[config.mk]
export PLATFORM = sky130hd
export DESIGN_NAME = imem_loader
export DESIGN_NICKNAME = d
export VERILOG_FILES = /design/src/rtl/imem_pkg.sv /design/src/rtl/imem_ram.sv /design/src/rtl/imem_loader.sv
export SDC_FILE = /design/constraint.sdc
export NUM_CORES = 2
export LEC_CHECK = 0
export ABC_CLOCK_PERIOD_IN_PS = 5800
export BUFFER_PORTS_ARGS = -buffer_cell sky130_fd_sc_hd__buf_2
export CAP_MARGIN = 20
export CORE_MARGIN = 10
export CORE_UTILIZATION = 50
export DETAILED_ROUTE_END_ITERATION = 10
export PLACE_DENSITY = 0.68
export SLEW_MARGIN = 25
export SYNTH_ARGS = -nofsm -noshare
export SYNTH_HDL_FRONTEND = slang
export SYNTH_SLANG_ARGS = --single-unit
[constraint.sdc]
create_clock -name clk -period 5.8 [get_ports clk]
set_input_delay 1.16 -clock clk [delete_from_list [all_inputs] [get_ports clk]]
set_output_delay 1.16 -clock clk [all_outputs]
set_load 0.03 [all_outputs]
[src/rtl/imem_pkg.sv]
// Shared definitions for the instruction-memory loader.
//   NOP_INSTR    : instruction returned whenever the CPU must not see program data
//   imem_state_t : loader control states
package imem_pkg;

  localparam logic [31:0] NOP_INSTR = 32'h00000013;

  typedef enum logic [2:0] {
    IDLE,
    LOADING,
    HOLD,
    RUN,
    ERROR
  } imem_state_t;

endpackage

[src/rtl/imem_ram.sv]
// Instruction store: DEPTH x 32-bit array with one synchronous write port and
// one asynchronous read port. Contents are never reset.
//   clk   : write clock
//   we    : write enable
//   waddr : write word index
//   wdata : write data
//   raddr : read word index
//   rdata : read data (combinational)
module imem_ram #(
  parameter int DEPTH  = 64,
  parameter int ADDR_W = $clog2(DEPTH)
) (
  input  logic              clk,
  input  logic              we,
  input  logic [ADDR_W-1:0] waddr,
  input  logic [31:0]       wdata,
  input  logic [ADDR_W-1:0] raddr,
  output logic [31:0]       rdata
);

  logic [31:0] mem [DEPTH];

  always_ff @(posedge clk) begin
    if (we) mem[waddr] <= wdata;
  end

  assign rdata = mem[raddr];

endmodule

[src/rtl/imem_loader.sv]
// Instruction-side responder for a single-cycle CPU. Program words arrive on a
// valid/ready load stream and fill the instruction store; the CPU is held in
// reset until a complete program is loaded plus RESET_HOLD cycles. Instr is
// served combinationally from the CPU's PC.
//   clk         : system clock
//   rst_n       : asynchronous active-low reset
//   load_start  : pulse, begin a new load from word 0
//   load_valid  : load_data valid
//   load_data   : instruction word
//   load_last   : final word of the program
//   load_ready  : loader accepts a word this cycle
//   PC          : CPU program counter (byte address)
//   Instr       : instruction to the CPU (combinational)
//   cpu_reset   : active-high reset to the CPU
//   load_done   : program loaded, CPU running
//   load_error  : last load overflowed DEPTH
//   fetch_fault : PC misaligned or beyond the program (combinational)
//   word_count  : words in the current program
module imem_loader
  import imem_pkg::*;
#(
  parameter int DEPTH      = 64,
  parameter int ADDR_W     = $clog2(DEPTH),
  parameter int RESET_HOLD = 2
) (
  input  logic            clk,
  input  logic            rst_n,
  input  logic            load_start,
  input  logic            load_valid,
  input  logic [31:0]     load_data,
  input  logic            load_last,
  output logic            load_ready,
  input  logic [31:0]     PC,
  output logic [31:0]     Instr,
  output logic            cpu_reset,
  output logic            load_done,
  output logic            load_error,
  output logic            fetch_fault,
  output logic [ADDR_W:0] word_count
);

  localparam int HOLD_W = $clog2(RESET_HOLD + 1);

  localparam logic [ADDR_W-1:0] LAST_PTR   = ADDR_W'(DEPTH - 1);
  localparam logic [HOLD_W-1:0] HOLD_END   = HOLD_W'(RESET_HOLD - 1);
  localparam logic [ADDR_W:0]   FULL_COUNT = (ADDR_W + 1)'(DEPTH);

  imem_state_t       state;
  imem_state_t       state_next;
  logic [ADDR_W-1:0] wr_ptr;
  logic [HOLD_W-1:0] hold_cnt;
  logic              hs;
  logic              we;
  logic [31:0]       rdata;
  logic              misaligned;
  logic              beyond;

  assign hs = load_valid & load_ready;
  // A restart wins over a same-cycle handshake, so that word is dropped.
  assign we = hs & ~load_start;

  always_comb begin
    state_next = state;
    if (load_start) begin
      state_next = LOADING;
    end else begin
      case (state)
        LOADING: begin
          if (hs) begin
            if (load_last)             state_next = HOLD;
            else if (wr_ptr == LAST_PTR) state_next = ERROR;
          end
        end
        HOLD:    if (hold_cnt == HOLD_END) state_next = RUN;
        default: state_next = state;
      endcase
    end
  end

  // Control state, pointers and registered Moore outputs.
  always_ff @(posedge clk or negedge rst_n) begin
    if (!rst_n) begin
      state      <= IDLE;
      wr_ptr     <= '0;
      word_count <= '0;
      hold_cnt   <= '0;
      cpu_reset  <= 1'b1;
      load_ready <= 1'b0;
      load_done  <= 1'b0;
      load_error <= 1'b0;
    end else begin
      if (load_start) begin
        wr_ptr     <= '0;
        word_count <= '0;
      end else begin
        case (state)
          LOADING: begin
            if (hs) begin
              wr_ptr <= wr_ptr + 1'b1;
              if (load_last) begin
                word_count <= {1'b0, wr_ptr} + 1'b1;
                hold_cnt   <= '0;
              end else if (wr_ptr == LAST_PTR) begin
                word_count <= FULL_COUNT;
              end
            end
          end
          HOLD:    hold_cnt <= hold_cnt + 1'b1;
          default: ;
        endcase
      end
      state      <= state_next;
      cpu_reset  <= (state_next != RUN);
      load_ready <= (state_next == LOADING);
      load_done  <= (state_next == RUN);
      load_error <= (state_next == ERROR);
    end
  end

  imem_ram #(
    .DEPTH  (DEPTH),
    .ADDR_W (ADDR_W)
  ) u_ram (
    .clk   (clk),
    .we    (we),
    .waddr (wr_ptr),
    .wdata (load_data),
    .raddr (PC[ADDR_W+1:2]),
    .rdata (rdata)
  );

  // The full word address is compared, so a PC above the store never wraps.
  assign misaligned = |PC[1:0];
  assign beyond     = PC[31:2] >= 30'(word_count);

  always_comb begin
    Instr       = NOP_INSTR;
    fetch_fault = 1'b0;
    if (!cpu_reset) begin
      if (misaligned || beyond) fetch_fault = 1'b1;
      else                      Instr       = rdata;
    end
  end

endmodule

==> results.toml <==
[timing]
rsz0062_at_grt = "false"
finalWorstSetupSlack_ns = 0.177
slew_headroom = 0.261
setup_viol = 0
finClkSkew_ns = 0.0318
hold_viol = 0
slew_viol_final = 0
period_share = 0.969
worst_pin_slew_ns = 1.11
holdWs_ns = 0.293
min_period_ns = 5.62
max_freq_ghz = 0.178
setup-tns-final_ns = 0

[die]
floorplan.core_area_mm2 = 0.159
start_util = 0.504
die_area_mm2 = 0.176
pin_count = 113
die_w_um = 420
dieHeight_um = 420
rows = 146

[yosys]
synthCells = 3510
ys_types = 70
synth_edf_count = 2048
synth_nets = 3588
synth_area_mm2 = 0.0800
yosys_warnings = 0
ys_seq_area_frac = 0.776
ys.flop_type = "edfxtp_1"
syn_area_per_cell_um2 = 22.8
postSynth.asyncResetShare = 0.0106
synth-seq-cells = 2070

[drt]
ant_nets = 0
dr.pass1.iters = 6
drc = 0
drt-initial-drc-count = 6122
num_vias = 39800
via_per_inst = 6.56
wire_per_inst_um = 35.1
routed_wl_um = 213000

[critical_path]
rr_worst_depth = 3
rr_endpoint = "u_ram.mem[59][30]"
critPathBufInv = 5
ff2ff_setup_slack_ns = 2.24
slowest_stage = "a211o_2"
worstPathMaxFanout = 19
arrival_ns = 4.46
cp-end-kind = "primary output"
startpoint_type = "input pin"
worst-setup-path-type = "input pin to primary output"
path_delay_family = "compound AO/OA/AOI/OAI gates"
crit_required_ns = 4.64
worstReg2RegStart = "wr_ptr[3]"
crit_chain = "buf_8, inv_2, ha_1, nand2b_1, a21o_1, a211o_1, a211o_2, buf_12, a2111oi_2, buf_4, buf_2"
slowest_delay_ns = 0.59

[cells_and_area]
design_area_mm2 = 0.0908
syn_to_final_growth_pct = 13.6
fin_cells = 6064
drive_above_1_share = 0.297
finalNetCount = 3898

[place]
port_buffers = 112
dpl_cell_area_mm2 = 0.0845
dp_cells = 5694
place_congestion = 0.806
hpwlAfterDp_um = 120000
dp_slack_ns = -0.00905

[hold_path]
hold_path.class = "input pin to asynchronous set/reset pin"

[run]
maxCapViolCount = 0

[power]
vdd_drop_max_mv = 0.271
p_leak_nw = 28.7
p_per_area_mw_per_mm2 = 336

[global_route]
grt_antenna_before_repair = 5
overflow = 0
grt_pass1_wl_um = 301000
grtUsageTotal = 0.241
first_global_vias = 39600
grt_max_degree = 100

[run_status]
run_status = "complete, no violations"

[clock_network]
clk_path_buf_depth = 3
cts_setup_buffers = 0
clk_pin_slew_worst_paths_ns = 0.06
cts_max_level = 4
cts_hold_buf = 0
cts_root_buffer = "clkbuf_16"
cts_tree = "done"
clk_latency_ns = 0.83
cts_buffers = 195
cts.sinks = 2070
-- metal layers --
layer | part of all wire | vias to the layer above | track usage
met4 | 0.033 | 2 | 0.0826
met3 | 0.11 | 393 | 0.0535
met1 | 0.38 | 21200 | 0.341
met2 | 0.48 | 2512 | 0.373
met5 | 0.000061 | - | 0
li1 | - | 15600 | -
-- layout make-up --
class | count | area (um^2)
inverters | 15 | 62.6
fillers | 11200 | 67900
clock inverters | 124 | 1150
diodes | 5 | 12.5
multi-input cells | 1232 | 17200
clock buffers | 240 | 5110
repair buffers | 306 | 2630
well taps | 2072 | 2590
flip-flops and latches | 2070 | 62100
-- logic make-up (layout without fill, tap and decap cells) --
group           Yosys count  after routing  share of synthesized area
compound gates          236            236                     0.0218
mux                     687            687                      0.168
simple gates            293            293                     0.0170
flops                  2070           2070                      0.776
buf+inv                 208            685                     0.0151
fa+ha+maj                 9              9                    0.00141
xor+xnor                  7              7                   0.000767
other cells               0              5                          0
-- worst register-to-register path, cell delays in order (launching register included) --
cell     delay (ns)
dfrtp_1        0.75
nand3_1        0.91
nor2_4         0.87
buf_4          0.62
-- layout by cell type, fill, tap and decap left out, types with 17 or more instances in the layout --
cell	Yosys	layout
o21ai_0	26	26
mux2i_1	156	156
a22oi_1	31	31
nor2_1	107	40
a221oi_1	37	37
buf_2	52	82
buf_12	0	41
dfrtp_1	21	21
clkinv_1	0	63
bufinv_16	0	17
clkinv_2	0	28
a21oi_1	37	37
clkbuf_1	74	42
o22ai_1	21	21
clkbuf_16	0	198
edfxtp_1	2048	2048
nand3_1	19	19
mux4_2	522	522
nand2_1	83	83
buf_4	28	180
nor2_4	0	65
-- synthesized netlist by cell type, drive strengths merged, types with 10 or more instances --
library cell,number,share of area
nand3,19,0.0012
a22oi,31,0.0029
nor2,107,0.0050
a221oi,38,0.0042
clkbuf,74,0.0035
dfrtp,21,0.0066
mux4,522,0.15
a21oi,37,0.0023
o22ai,21,0.0016
mux2i,156,0.020
a211oi,10,0.00094
nor3,10,0.00063
inv,15,0.00070
nand2,83,0.0039
nor4,13,0.0010
edfxtp,2048,0.77
o21ai,27,0.0017
buf,119,0.011
nor2b,13,0.0010
-- timing repair --
item,CTS,global route
gates resized for setup,1,1
endpoints found under the setup margin,1,1
pin swaps,0,0
-- stage by stage --
step	total power [mW]	util
after detailed placement	18.3	0.532
after global placement	18.3	0.532
after floorplan	17.7	-
after CTS	30.6	0.571
after global routing	31.3	0.572
final	30.5	0.572
-- worst max-delay path by stage --
stage          startpoint   endpoint  slack, ns  depth (start not counted)
2_1_floorplan       PC[2]  Instr[12]        0.1                         13
3_3_place_gp        PC[2]   Instr[3]      -0.14                         10
3_5_place_dp        PC[2]  Instr[12]     -0.009                         11
4_1_cts             PC[2]  Instr[18]       0.06                         10
5_1_grt             PC[2]  Instr[16]       0.09                         11
6_report            PC[2]  Instr[16]       0.18                         11
-- state kept, by name (all words and copies together) (netlist names) --
register and count:
load_error 1, hold_cnt 2, load_done 1, word_count 7
cpu_reset 1, wr_ptr 6, load_ready 1, u_ram.mem 2048
state 3
-- report_power, final --
group          leakage (nW)  switching [mW]  internal, mW
logic                  6.97           0.934         0.559
registers              18.7          0.0211          16.5
clock network          3.04            5.48          7.03
total                  28.7            6.44          24.1
Power figures use the tool's default switching activity.
